<file path="src/rtl/sisc_mem_arb.sv">
// sisc_mem_arb: round-robin arbiter for the single-port SISC memory.
// Shares the memory between instruction fetch (IF port) and data access (D port)
// for LOD/STR/SWP. The memory-side address, write data and write enable are registered.
// Each access takes a fixed MEM_LAT cycles. Completion is signalled by a one-cycle done
// pulse, and the read data is held in a per-port register.
//
// Ports:
//   clk, rst_f                 clock (posedge) and asynchronous active-low reset
//   if_req, if_addr            fetch request (level, held until done) and address
//   if_gnt, if_done, if_rdata  fetch grant, completion pulse, registered fetch data
//   d_req, d_we, d_addr,       data request (level, held until done), 1=store,
//   d_wdata                    address and store data
//   d_gnt, d_done, d_rdata     data grant, completion pulse, registered load data
//   mem_addr, mem_wdata,       registered memory address, write data, write enable
//   mem_we
//   mem_rdata                  memory read data, valid MEM_LAT cycles after mem_addr
//
// MEM_LAT must be at least 1.
module sisc_mem_arb #(
  parameter int unsigned AW      = 16,
  parameter int unsigned DW      = 32,
  parameter int unsigned MEM_LAT = 1
) (
  input  logic          clk,
  input  logic          rst_f,
  input  logic          if_req,
  input  logic [AW-1:0] if_addr,
  output logic          if_gnt,
  output logic          if_done,
  output logic [DW-1:0] if_rdata,
  input  logic          d_req,
  input  logic          d_we,
  input  logic [AW-1:0] d_addr,
  input  logic [DW-1:0] d_wdata,
  output logic          d_gnt,
  output logic          d_done,
  output logic [DW-1:0] d_rdata,
  output logic [AW-1:0] mem_addr,
  output logic [DW-1:0] mem_wdata,
  output logic          mem_we,
  input  logic [DW-1:0] mem_rdata
);

  localparam int unsigned   CW      = (MEM_LAT > 1) ? $clog2(MEM_LAT) : 1;
  localparam logic [CW-1:0] LastCnt = CW'(MEM_LAT - 1);

  typedef enum logic [1:0] {StIdle, StAccess, StDone} state_e;

  state_e        state_q, state_d;
  logic          owner_q, owner_d;    // 1 = D port, 0 = IF port; doubles as last_owner
  logic          acc_we_q, acc_we_d;  // current access is a store
  logic [CW-1:0] cnt_q, cnt_d;
  logic [AW-1:0] mem_addr_q, mem_addr_d;
  logic [DW-1:0] mem_wdata_q, mem_wdata_d;
  logic          mem_we_q, mem_we_d;
  logic [DW-1:0] if_rdata_q, if_rdata_d;
  logic [DW-1:0] d_rdata_q, d_rdata_d;
  logic          pick_d;

  always_comb begin
    state_d     = state_q;
    owner_d     = owner_q;
    acc_we_d    = acc_we_q;
    cnt_d       = cnt_q;
    mem_addr_d  = mem_addr_q;
    mem_wdata_d = mem_wdata_q;
    mem_we_d    = 1'b0;  // write strobe lasts only for the first ACCESS cycle
    if_rdata_d  = if_rdata_q;
    d_rdata_d   = d_rdata_q;
    // D wins when it is the only requester, or on contention when IF went last.
    pick_d      = d_req && (!if_req || !owner_q);
    unique case (state_q)
      StIdle: begin
        if (if_req || d_req) begin
          state_d = StAccess;
          owner_d = pick_d;
          cnt_d   = '0;
          if (pick_d) begin
            mem_addr_d  = d_addr;
            mem_wdata_d = d_wdata;
            mem_we_d    = d_we;
            acc_we_d    = d_we;
          end else begin
            mem_addr_d  = if_addr;
            mem_wdata_d = '0;
            acc_we_d    = 1'b0;
          end
        end
      end
      StAccess: begin
        if (cnt_q == LastCnt) begin
          state_d = StDone;
          if (!acc_we_q) begin
            if (owner_q) d_rdata_d  = mem_rdata;
            else         if_rdata_d = mem_rdata;
          end
        end else begin
          cnt_d = cnt_q + CW'(1);
        end
      end
      StDone:  state_d = StIdle;
      default: state_d = StIdle;
    endcase
  end

  always_ff @(posedge clk or negedge rst_f) begin
    if (!rst_f) begin
      state_q     <= StIdle;
      owner_q     <= 1'b0;
      acc_we_q    <= 1'b0;
      cnt_q       <= '0;
      mem_addr_q  <= '0;
      mem_wdata_q <= '0;
      mem_we_q    <= 1'b0;
      if_rdata_q  <= '0;
      d_rdata_q   <= '0;
    end else begin
      state_q     <= state_d;
      owner_q     <= owner_d;
      acc_we_q    <= acc_we_d;
      cnt_q       <= cnt_d;
      mem_addr_q  <= mem_addr_d;
      mem_wdata_q <= mem_wdata_d;
      mem_we_q    <= mem_we_d;
      if_rdata_q  <= if_rdata_d;
      d_rdata_q   <= d_rdata_d;
    end
  end

  // Grant and done decode straight from state so reset drops them immediately.
  always_comb begin
    if_gnt    = (state_q != StIdle) && !owner_q;
    d_gnt     = (state_q != StIdle) && owner_q;
    if_done   = (state_q == StDone) && !owner_q;
    d_done    = (state_q == StDone) && owner_q;
    mem_addr  = mem_addr_q;
    mem_wdata = mem_wdata_q;
    mem_we    = mem_we_q;
    if_rdata  = if_rdata_q;
    d_rdata   = d_rdata_q;
  end

endmodule
</file>
<file path="config.mk">
export PLATFORM = sky130hd
export DESIGN_NAME = sisc_mem_arb
export DESIGN_NICKNAME = d
export VERILOG_FILES = /design/src/rtl/sisc_mem_arb.sv
export SDC_FILE = /design/constraint.sdc
export NUM_CORES = 1
export LEC_CHECK = 0
export ABC_AREA = 1
export BUFFER_PORTS_ARGS = -buffer_cell sky130_fd_sc_hd__buf_2
export CORE_UTILIZATION = 48
export CTS_CLUSTER_SIZE = 8
export DETAILED_ROUTE_END_ITERATION = 8
export PLACE_DENSITY_LB_ADDON = 0.3
export SLEW_MARGIN = 15
export SYNTH_ARGS = -nofsm -noshare
export SYNTH_HDL_FRONTEND = slang
export SYNTH_SLANG_ARGS = --single-unit
</file>
<file path="constraint.sdc">
create_clock -name clk -period 1.8 [get_ports clk]
set_clock_uncertainty 0.1 [all_clocks]
set_input_delay 0.09 -clock clk [delete_from_list [all_inputs] [get_ports clk]]
set_output_delay 0.09 -clock clk [all_outputs]
set_load 0.005 [all_outputs]
</file>
==> summary.md, run 1 <==
| Metric | Value |
|---|---|
| P_int | roughly 7900 uW |
| Hold Crit Start | d_req |
| Post-Syn Nets | 686 |
| Worst R2R Path Depth | 5 |
| CTS Buf Count | 17 |
| FP Rows | 36 |
| Register area | 2930 um^2 |
| Hold Crit Endpoint | mem_addr[12]$_DFFE_PN0P_ |
| DRC viols | 0 |
| Hpwl dp | 9.29 mm |
| Crit start category | register |
| Reg-to-Reg End | mem_wdata[24]$_DFFE_PN0P_ |
| Yosys cell types | 17 |
| Final core occ | just under 80% |
| Routability cong. | about 0.82 |
| Final Hold Viols | 0 |
| Register area share after synthesis | around three fifths |
| Worst-Skew Late Latency | 0.51 ns |
| Initial drt markers | 428 |
| RSZ-0062 raised after global routing | yes |
| Clock Sinks | 117 |
| Total die area | 10,900 um^2 |
| CTS tree | done |
| Min-delay worst type | primary input to register |
| Setup slack after layout | between 0.06 and 0.07 ns |
| # diodes | 0 |
| Area contributors post-synth | dfrtp_1 (58%), nand2_1 (18%), nand4_1 (8.0%) |
| Period utilisation layout | a little over nine tenths |
| Leakage dissipation | 0.00441 uW |
| Max-capacitance violation count | 0 |
| Die Y | about 100 um |
| Synth area leader | dfrtp_1 |
| Area growth, synth to finish | 55.4% |
| Seq cells post-synth | 117 |
| Switching part of the total power | a little under two fifths |
| R2R setup slack | 0.27 ns |
| Clock power share | 25.2% |
| DRT antenna net count | 0 |
| Setup-failing EPs final | 0 |
| Syn Area/Cell | 8.57 um^2 |
| Largest net degree at the start of global routing | 66 |
| Logic gate share of total power | 39.1% |
| CP required | 1.61 ns |
| Actual slew at the worst max-slew pin | 0.549 ns |
| Initial antenna violation count | 0 |
| Yosys warns | 0 |
| Initial core utilization | between 50% and 60% |
| PortBufs | 217 |
| Clock H-tree levels | 4 |
| Post-Synthesis Cells | 585 |
| Crit end category | output pin |
| Post-layout minimum cycle time | 1.73 ns |
| Peak VDD IR | 0.000773 V |
| Crit Path Max Fanout | 21 |
| Final wirelength | 17.0 mm |
| Slew Limit Fails | 0 |
| Critical Path AT | 1.54 ns |
| All-Layer GR Usage | 32.1% |
| Via-to-Cell Ratio | 5.37 |
| Setup_tns | 0 ns |
| CTS Root Cell | clkbuf_8 |
| Post-place setup slack | 0.164 ns |
| R2r startpoint | owner_q$_DFFE_PN0P_ |
| Via count | approximately 5.6k |
| Layout fillers | 636 |
| Final #Nets | 992 |
| Hold Path Depth | 5 |
| First-pass GRT wire length | 27.6 mm |
| DR pass1 iterations | 5 |
| P per Cell Area | 1640 nW/um^2 |
| Gr ovfl total | 0 |
| Num ports | 218 |
| Fmax | ~580 MHz |
| Switching power | roughly 4900 uW |
| Mapped Area | 5020 um^2 |
| Routed WL per cell | 16.4 um |
| Clk pin slew, worst setup/hold paths | 0.06 ns |
| CP Class | register to output pin |
| Reg power frac | 35.7% |
| Clock buffer depth | 2 |
| Vias in the first global route | 5,687 |
| Layout cells sized above 1 | 30.2% |
| Core area | 9950 um^2 |
| Chip Width | 104 um |
| Multi-input logic area | 1730 um^2 |
| Slew HR | 63.3% |
| Post-synth top area share | between 50% and 60% |
| Status | complete, no violations |
[timing repair]
item | in CTS | in global routing
hold endpoints to repair | 231 | 0
hold buffers | 99 | 0
setup buffers | 0 | 0
pin swaps | 0 | 0
endpoints found under the setup margin | 1 | 6
gates resized for setup | 1 | 8
[how the worst max path moves through the flow]
stage	end	start	slack (ns)
after global routing	d_gnt	state_q[0]$_DFFE_PN0P_	-0.005
after floorplan	mem_addr[10]$_DFFE_PN0P_	owner_q$_DFFE_PN0P_	0.47
after detailed placement	mem_addr[13]$_DFFE_PN0P_	state_q[1]$_DFFE_PN0P_	0.16
after CTS	if_done	owner_q$_DFFE_PN0P_	0.02
final	d_gnt	state_q[0]$_DFFE_PN0P_	0.07
after global placement	mem_addr[7]$_DFFE_PN0P_	state_q[1]$_DFFE_PN0P_	0.25
[worst max-delay path, stage by stage, from the launching register on]
cell and delay, ns:
dfrtp_1 0.43, nor2_2 0.17, buf_6 0.21, nor2_1 0.08, buf_2 0.14
[cell families (layout without fill, tap and decap cells)]
logic type	Yosys count	in the layout	synth area share, %
simple gates	385	385	34.1
flops	117	117	58.4
buf+inv	82	400	7.41
compound gates	1	1	0.0997
[metrics by stage]
stage / hold slack (ns) / cell area, um^2 / total power, uW / std cells
6_report: 0.0501 / 7790 / 12800 / 1036
3_5_place_dp: -0.140 / 6210 / 9160 / 906
4_1_cts: 0.0334 / 7770 / 12600 / 1036
5_1_grt: 0.0619 / 7790 / 13600 / 1036
3_3_place_gp: -0.142 / 6210 / 8950 / 906
2_1_floorplan: -0.306 / 5020 / 7060 / 585
[state kept, by name (all words and copies together) (netlist names)]
register   cells
d_rdata       32
if_rdata      32
mem_wdata     32
mem_addr      16
state_q        2
acc_we_q       1
mem_we         1
owner_q        1
[power by group through the flow]
stage	clock network [uW]	logic (uW)	registers, uW
2_1_floorplan	0	2480	4570
6_report	3220	5000	4560
5_1_grt	3380	5510	4660
3_5_place_dp	0	4640	4520
3_3_place_gp	0	4480	4480
4_1_cts	3250	4820	4510
[synth_stat cells (all sizes together)]
| library cell | count |
|---|---|
| buf | 25 |
| clkbuf | 18 |
| dfrtp | 117 |
| inv | 39 |
| nand2 | 246 |
| nand3 | 67 |
| nand4 | 64 |
| nor2 | 6 |
| nor3 | 2 |
| o21ai | 1 |
[metal layers]
metal	part of all wire, %	GRT usage, %
met5	0	0
met4	3.5	16.0
met3	8.9	8.83
met2	50	53.9
met1	38	38.0
[layout make-up]
class | instances | area share (%)
Sequential cell | 117 | 37.6
Timing Repair Buffer | 330 | 29.0
Multi-Input combinational cell | 386 | 22.2
Clock buffer | 22 | 5.94
Tap cell | 133 | 2.14
Inverter | 39 | 1.91
Clock inverter | 9 | 1.32
[placed cells by master, fill, tap and decap left out]
cell type        n
buf_2          216
clkinvlp_4       3
inv_4            1
clkinv_2         4
nand2_1        244
clkbuf_1         2
clkbuf_8         4
inv_2            5
bufinv_16        2
nand4_1         64
nor2_1           2
buf_4            8
nor2_4           2
o21ai_0          1
inv_1           33
nor2_2           2
buf_6            1
dfrtp_1        117
nand3_1         67
nor3_2           1
dlygate4sd3_1   99
clkbuf_16       16
buf_8            1
nand2_2          2
buf_12           5
nor3_1           1
Power figures use the tool's default switching activity.
==> run 2, diff against run 1 <==
--- a/config.mk
+++ b/config.mk
@@ -5,13 +5,11 @@
 export SDC_FILE = /design/constraint.sdc
 export NUM_CORES = 1
 export LEC_CHECK = 0
-export ABC_AREA = 1
 export BUFFER_PORTS_ARGS = -buffer_cell sky130_fd_sc_hd__buf_2
-export CORE_UTILIZATION = 48
+export CORE_UTILIZATION = 46
 export CTS_CLUSTER_SIZE = 8
 export DETAILED_ROUTE_END_ITERATION = 8
 export PLACE_DENSITY_LB_ADDON = 0.3
-export SLEW_MARGIN = 15
 export SYNTH_ARGS = -nofsm -noshare
 export SYNTH_HDL_FRONTEND = slang
 export SYNTH_SLANG_ARGS = --single-unit
==> run 2 against run 1 <==
Net effect: design area decreased by 4.7%; wire length decreased by 23%; synthesized cell count decreased by 46%; hold slack improved by 0.012 ns; core utilization increased by 0.93 points; via count decreased by 28%; register-to-register slack got worse by 0.18 ns; setup slack improved by 0.026 ns; total power decreased by 1.1%; clock power increased by 2%; sequential share of layout area increased by 1.9 points; critical endpoint is now if_rdata[21]$_DFFE_PN0P_.
==> summary.md, run 2 <==
| Metric | Value |
|---|---|
| Met3 usage | 9.45% (was 8.83%) |
| Post-synth EDFFs | 0 (unchanged) |
| Seq cells post-synth | 117 (unchanged) |
| Chip Width | 101 um (was 104 um) |
| Gr ovfl total | 0 (unchanged) |
| Layout fillers | 565 (was 636) |
| Met1 Usage GRT | 29.9% (was 38.0%) |
| Status | complete, no violations (unchanged) |
| Max-capacitance violation count | 0 (unchanged) |
| Post-place setup slack | 0.0887 ns (was 0.164 ns) |
| R2r startpoint | state_q[1]$_DFFE_PN0P_ (was owner_q$_DFFE_PN0P_) |
| Final wirelength | 13.2 mm (was 17.0 mm) |
| Post-layout minimum cycle time | 1.71 ns (was 1.73 ns) |
| Hpwl dp | 7.44 mm (was 9.29 mm) |
| Most common cell after layout, fill and taps aside | buf_2 (was nand2_1) |
| Clock power share | 26.1% (was 25.2%) |
| CTS Root Cell | clkbuf_8 (unchanged) |
| Vias in the first global route | 4,183 (was 5,687) |
| Crit. Startpoint | state_q[1]$_DFFE_PN0P_ (was state_q[0]$_DFFE_PN0P_) |
| FP Rows | 35 (was 36) |
| Post-synth top area share | 64.7% (was 58.4%) |
| PortBufs | 217 (unchanged) |
| CP Class | register to register (was register to output pin) |
| P_int | 8700 uW (was 7880 uW) |
| CTS tree | done (unchanged) |
| Post-Syn Nets | 417 (was 686) |
| Design area | 7420 um^2 (was 7790 um^2) |
| Via count | 3,993 (was 5,565) |
| Period utilisation layout | 94.9% (was 96.3%) |
| Area contributors post-synth | dfrtp_1 (65%), mux2_2 (14%), a22o_1 (6.2%) (was dfrtp_1 (58%), nand2_1 (18%), nand4_1 (8.0%)) |
| M2 GR Usage | 45.3% (was 53.9%) |
| Min-delay worst type | primary input to asynchronous set/reset pin (was primary input to register) |
| Fmax | 586 MHz (was 577 MHz) |
| P per Cell Area | 1700 nW/um^2 (was 1640 nW/um^2) |
| Critical Path AT | 1.99 ns (was 1.54 ns) |
| Slew HR | 76.1% (was 63.3%) |
| Synth area leader | dfrtp_1 (unchanged) |
| Crit start category | register (unchanged) |
| Placed Instance Area | 5780 um^2 (was 6210 um^2) |
| Die Y | 101 um (was 104 um) |
| Synth cell count leaders | dfrtp_1 (117), mux2_2 (58), a22o_1 (32), nand2_1 (32) (was nand2_1 (244), dfrtp_1 (117), nand3_1 (67)) |
| Mapped Area | 4520 um^2 (was 5020 um^2) |
| Crit Path Max Fanout | 16 (was 21) |
| Area growth, synth to finish | 64.1% (was 55.4%) |
| Non-filler cells, final | 787 (was 1,036) |
| Clock buffer depth | 2 (unchanged) |
| Clock H-tree levels | 4 (unchanged) |
| Most frequent cells in the layout | buf_2 (216), dfrtp_1 (117), dlygate4sd3_1 (99) (was nand2_1 (244), buf_2 (216), dfrtp_1 (117)) |
| Actual slew at the worst max-slew pin | 0.359 ns (was 0.549 ns) |
| Leakage dissipation | 0.00368 uW (was 0.00441 uW) |
| DRC viols | 0 (unchanged) |
| Yosys warns | 0 (unchanged) |
| Peak VDD IR | 0.00127 V (was 0.000773 V) |
| Num ports | 218 (unchanged) |
| Layout cells sized above 1 | 50.3% (was 30.2%) |
| Syn Area/Cell | 14.3 um^2 (was 8.57 um^2) |
| Clock Sinks | 117 (unchanged) |
| Multi-input logic area | 1450 um^2 (was 1730 um^2) |
| Final #Nets | 746 (was 992) |
| Setup slack after layout | 0.0922 ns (was 0.0658 ns) |
| Reg power frac | 37.2% (was 35.7%) |
| Final Hold Viols | 0 (unchanged) |
| Post-Synthesis Cells | 316 (was 585) |
| Setup-failing EPs final | 0 (unchanged) |
| Register area share after synthesis | 64.7% (was 58.4%) |
| CTS Buf Count | 17 (unchanged) |
| All-Layer GR Usage | 26.7% (was 32.1%) |
| Largest net degree at the start of global routing | 52 (was 66) |
| Busiest grt layer | met2 (unchanged) |
| Ys flop type | dfrtp_1 (unchanged) |
| Clk pin slew, worst setup/hold paths | 0.06 ns (about the same) |
| Initial core utilization | 48.3% (was 50.4%) |
| Yosys cell types | 26 (was 17) |
| Ys async rst share | 100% (unchanged) |
| Initial antenna violation count | 0 (unchanged) |
| Routability cong. | 0.771 (was 0.818) |
| DRT antenna net count | 0 (unchanged) |
| Switching part of the total power | 31.1% (was 38.4%) |
| Worst-Skew Late Latency | 0.51 ns (about the same) |
| Routed WL per cell | 16.7 um (was 16.4 um) |
| Logic gate share of total power | 36.7% (was 39.1%) |
| Most common cell in the netlist | dfrtp_1 (was nand2_1) |
| Slew Limit Fails | 0 (unchanged) |
| Placed cell count | 652 (was 906) |
| Switching power | 3930 uW (was 4900 uW) |
| Total die area | 10,200 um^2 (was 10,900 um^2) |
| # diodes | 0 (unchanged) |
| DR pass1 iterations | 5 (unchanged) |
| CP required | 2.09 ns (was 1.61 ns) |
| Via-to-Cell Ratio | 5.07 (was 5.37) |
| Core area | 9370 um^2 (was 9950 um^2) |
| Initial drt markers | 173 (was 428) |
| RSZ-0062 raised after global routing | yes (unchanged) |
| Crit end category | register (was output pin) |
| Register area | 2930 um^2 (unchanged) |
| First-pass GRT wire length | 20.4 mm (was 27.6 mm) |
==> run 2: changes by cell type in the layout (fill, tap and decap cells not counted), moves of 4 or more <==
cell	change
nand2_1	-212
nand3_1	-67
nand4_1	-64
mux2_2	+58
inv_1	-33
a22o_1	+32
a21oi_1	+16
a31oi_1	+16
mux2_1	+6
inv_2	-4
==> run 2: logic make-up after synthesis <==
logic type | count (synthesis) | synth area share (%)
compound gates | 68 | 11.0
simple gates | 44 | 5.01
buf+inv | 23 | 3.37
mux | 64 | 15.9
flops | 117 | 64.7
==> run 2: area by class of cell <==
| class | count | area share, % |
|---|---|---|
| clock buffer | 19 | 5.81 |
| clock inverter | 13 | 2.12 |
| inverter | 1 | 0.0506 |
| multi-input combinational | 176 | 19.5 |
| sequential | 117 | 39.4 |
| tap | 129 | 2.17 |
| timing repair buffer | 332 | 30.9 |
==> run 2: through the flow <==
stage	utilization (%)	hold slack, ns	setup TNS (ns)	total power, uW
floorplan	-	-0.306	0	7010
global placement	61.7	-0.0499	0	8840
detailed placement	61.7	-0.0507	0	8990
CTS	78.9	0.0226	0	12500
global route	79.2	0.0499	-0.00253	13400
finish	79.2	0.0621	0	12600
==> run 2: path summary, 6_finish.rpt <==
check                                      endpoint  slack [ns]  cells after the start
max                        if_rdata[21]$_DFFE_PN0P_        0.09                      5
min                         d_rdata[11]$_DFFE_PN0P_        0.06                      3
max reg2reg                if_rdata[21]$_DFFE_PN0P_        0.09                      5
min reg2reg                 d_rdata[25]$_DFFE_PN0P_        0.38                      1
max in group asynchronous   mem_addr[7]$_DFFE_PN0P_        1.26                      3
min in group clk           mem_addr[10]$_DFFE_PN0P_        0.08                      5
==> run 2: what timing repair did <==
action,in CTS,in global routing
setup endpoints to repair,2,2
gates cloned,0,1
hold buffers,100,0
hold endpoints to repair,231,0
setup buffers,1,1
resized for setup,1,1
==> run 2: routing by layer <==
metal,vias up,wire (um),share of wire [%]
li1,1802,-,-
met1,1915,4990,38
met2,233,6600,50
met3,43,1060,8.1
met4,0,507,3.9
met5,-,0,0
==> run 2: power by group through the flow <==
stage	Combinational (uW)	Clock [uW]	Sequential, uW
finish	4640	3300	4700
global route	5040	3490	4870
CTS	4520	3360	4670
detailed placement	4320	0	4670
global placement	4200	0	4650
floorplan	2260	0	4750
==> run 2: worst max-delay path: stages (launching register included) <==
cell and delay, ns:
dfrtp_1 0.47, nor2b_4 0.15, nor3b_4 0.17, buf_4 0.17, buf_12 0.17, mux2_2 0.35
==> run 3, diff against run 2 <==
--- a/config.mk
+++ b/config.mk
@@ -9,7 +9,7 @@
 export CORE_UTILIZATION = 46
 export CTS_CLUSTER_SIZE = 8
 export DETAILED_ROUTE_END_ITERATION = 8
-export PLACE_DENSITY_LB_ADDON = 0.3
+export PLACE_DENSITY = 0.8
 export SYNTH_ARGS = -nofsm -noshare
 export SYNTH_HDL_FRONTEND = slang
 export SYNTH_SLANG_ARGS = --single-unit
==> run 3 against run 2 <==
Net effect: hold slack is essentially flat; cell count is the same; global-route usage grew 1.7 points; first-iteration DRC count shrank 10%; via count grew 2.9%; sequential share of layout area grew 0.29 points; die area is the same; design area shrank 0.74%; largest power group unchanged.
==> summary.md, run 3 (synthesized netlist as in run 2, its figures left out) <==
| Metric | Value |
|---|---|
| CTS tree | done (unchanged) |
| Multi-input logic area | 1450 um^2 (about the same) |
| Clock H-tree levels | 4 (unchanged) |
| Total die area | 10,200 um^2 (unchanged) |
| Num ports | 218 (unchanged) |
| All-Layer GR Usage | 28.4% (was 26.7%) |
| DR pass1 iterations | 5 (unchanged) |
| CTS Buf Count | 17 (unchanged) |
| Initial core utilization | 48.3% (unchanged) |
| Clk pin slew, worst setup/hold paths | 0.06 ns (about the same) |
| Initial drt markers | 155 (was 173) |
| Chip Width | 101 um (unchanged) |
| DRT antenna net count | 0 (unchanged) |
| Via count | 4,107 (was 3,993) |
| Post-layout minimum cycle time | 1.72 ns (was 1.71 ns) |
| Crit Path Max Fanout | 32 (was 16) |
| Actual slew at the worst max-slew pin | 0.372 ns (was 0.359 ns) |
| Critical-path cell list | nor2b_4 > nor3b_4 > buf_12 > mux2_1 (was nor2b_4 > nor3b_4 > buf_4 > buf_12 > mux2_2) |
| Register area | 2930 um^2 (unchanged) |
| Routability cong. | 0.738 (was 0.771) |
| Leakage dissipation | 0.00366 uW (was 0.00368 uW) |
| Final #Nets | 746 (unchanged) |
| Vias in the first global route | 4,413 (was 4,183) |
| CTS Root Cell | clkbuf_8 (unchanged) |
| Die Y | 101 um (unchanged) |
| Placed Instance Area | 5770 um^2 (was 5780 um^2) |
| Slew Limit Fails | 0 (unchanged) |
| PortBufs | 217 (unchanged) |
| Peak VDD IR | 0.00105 V (was 0.00127 V) |
| First-pass GRT wire length | 21.8 mm (was 20.4 mm) |
| Largest net degree at the start of global routing | 52 (unchanged) |
| Most common cell after layout, fill and taps aside | buf_2 (unchanged) |
| Setup_tns | 0 ns (unchanged) |
| # diodes | 0 (unchanged) |
| Area growth, synth to finish | 62.9% (was 64.1%) |
| DRC viols | 0 (unchanged) |
| Hpwl dp | 7.87 mm (was 7.44 mm) |
| Most frequent cells in the layout | buf_2 (216), dfrtp_1 (117), dlygate4sd3_1 (100) (was buf_2 (216), dfrtp_1 (117), dlygate4sd3_1 (99)) |
| Initial antenna violation count | 0 (unchanged) |
| Fmax | 582 MHz (was 586 MHz) |
| FP Rows | 35 (unchanged) |
| P per Cell Area | 1700 nW/um^2 (about the same) |
| Setup-failing EPs final | 0 (unchanged) |
| Clock Sinks | 117 (unchanged) |
| Layout fillers | 534 (was 565) |
| Routed WL per cell | 18.3 um (was 16.7 um) |
| Layout cells sized above 1 | 50.3% (unchanged) |
| Max-capacitance violation count | 0 (unchanged) |
| Worst-path cell with the longest stage delay | dfrtp_1 (unchanged) |
| Slew HR | 75.0% (was 76.1%) |
| Design area | 7370 um^2 (was 7420 um^2) |
| Crit end category | register (unchanged) |
| Min-delay worst type | primary input to asynchronous set/reset pin (unchanged) |
| Critical path buffer and inverter count | 1 (was 2) |
| Via-to-Cell Ratio | 5.22 (was 5.07) |
| RSZ-0062 raised after global routing | no (was yes) |
| Final wirelength | 14.4 mm (was 13.2 mm) |
| Final Hold Viols | 0 (unchanged) |
| Gr ovfl total | 0 (unchanged) |
| Status | complete, no violations (unchanged) |
| Core area | 9370 um^2 (unchanged) |
| CP Class | register to register (unchanged) |
| Clock buffer depth | 2 (unchanged) |
| Crit start category | register (unchanged) |
| Worst-Skew Late Latency | 0.49 ns (was 0.51 ns) |
| Period utilisation layout | 95.5% (was 94.9%) |
| CP required | 2.07 ns (was 2.09 ns) |
| Critical Path AT | 1.99 ns (about the same) |
| Worst path top cell family by delay | flip-flops (unchanged) |
| Critical path's largest stage delay | 0.48 ns (was 0.47 ns) |
[run 3: path summary, 6_finish.rpt]
path | startpoint | end | slack (ns) | cells past startpoint
setup / recovery | state_q[1]$_DFFE_PN0P_ | if_rdata[4]$_DFFE_PN0P_ | 0.08 | 4
hold / removal | rst_f | d_rdata[21]$_DFFE_PN0P_ | 0.06 | 3
setup reg to reg | state_q[1]$_DFFE_PN0P_ | if_rdata[4]$_DFFE_PN0P_ | 0.08 | 4
hold reg to reg | mem_wdata[7]$_DFFE_PN0P_ | mem_wdata[7]$_DFFE_PN0P_ | 0.39 | 1
max in group asynchronous | rst_f | owner_q$_DFFE_PN0P_ | 1.25 | 3
min in group clk | d_wdata[24] | mem_wdata[24]$_DFFE_PN0P_ | 0.26 | 3
[run 3: final cells by class]
class	instances	share of cell area, %
clock inverter	15	1.77
multi-input combinational	176	19.7
timing repair buffer	332	31.0
inverter	1	0.0509
clock buffer	17	5.62
sequential	117	39.7
tap	129	2.19
[run 3: timing repair]
| item | 4_1_cts | 5_1_grt |
|---|---|---|
| hold buffers | 101 | 0 |
| setup endpoints to repair | 2 | 2 |
| endpoints found under the hold margin | 231 | 0 |
| setup buffers | 0 | 3 |
| gates resized for setup | 2 | 1 |
[run 3: layer usage]
metal	track usage, %	up-vias	wire length (um)
met3	9.59	50	1080
li1	-	1798	-
met2	50.3	234	7560
met4	17.2	0	578
met1	29.1	2025	5170
met5	0	-	0
[run 3: tightest hold or removal path: stages]
cell,delay [ns]
dlygate4sd3_1,0.53
buf_4,0.18
buf_12,0.21
[run 3: report_power, final]
part | internal, uW | leakage [uW] | switching [uW]
Sequential | 3960 | 0.00142 | 807
Clock | 1830 | 0.000264 | 1200
Combinational | 2610 | 0.00197 | 2140
Total | 8390 | 0.00366 | 4150
[run 3: metrics by stage]
step | total power (uW) | setup WS, ns | std cells | hold WS (ns) | util, %
after global routing | 13200 | 0.00340 | 787 | 0.0565 | 78.6
final | 12500 | 0.0806 | 787 | 0.0618 | 78.6
after global placement | 8820 | 0.177 | 651 | -0.0461 | 61.6
after CTS | 12400 | 0.00198 | 784 | 0.0338 | 78.3
after floorplan | 7010 | 0.196 | 316 | -0.306 | -
after detailed placement | 9060 | 0.127 | 651 | -0.0455 | 61.6
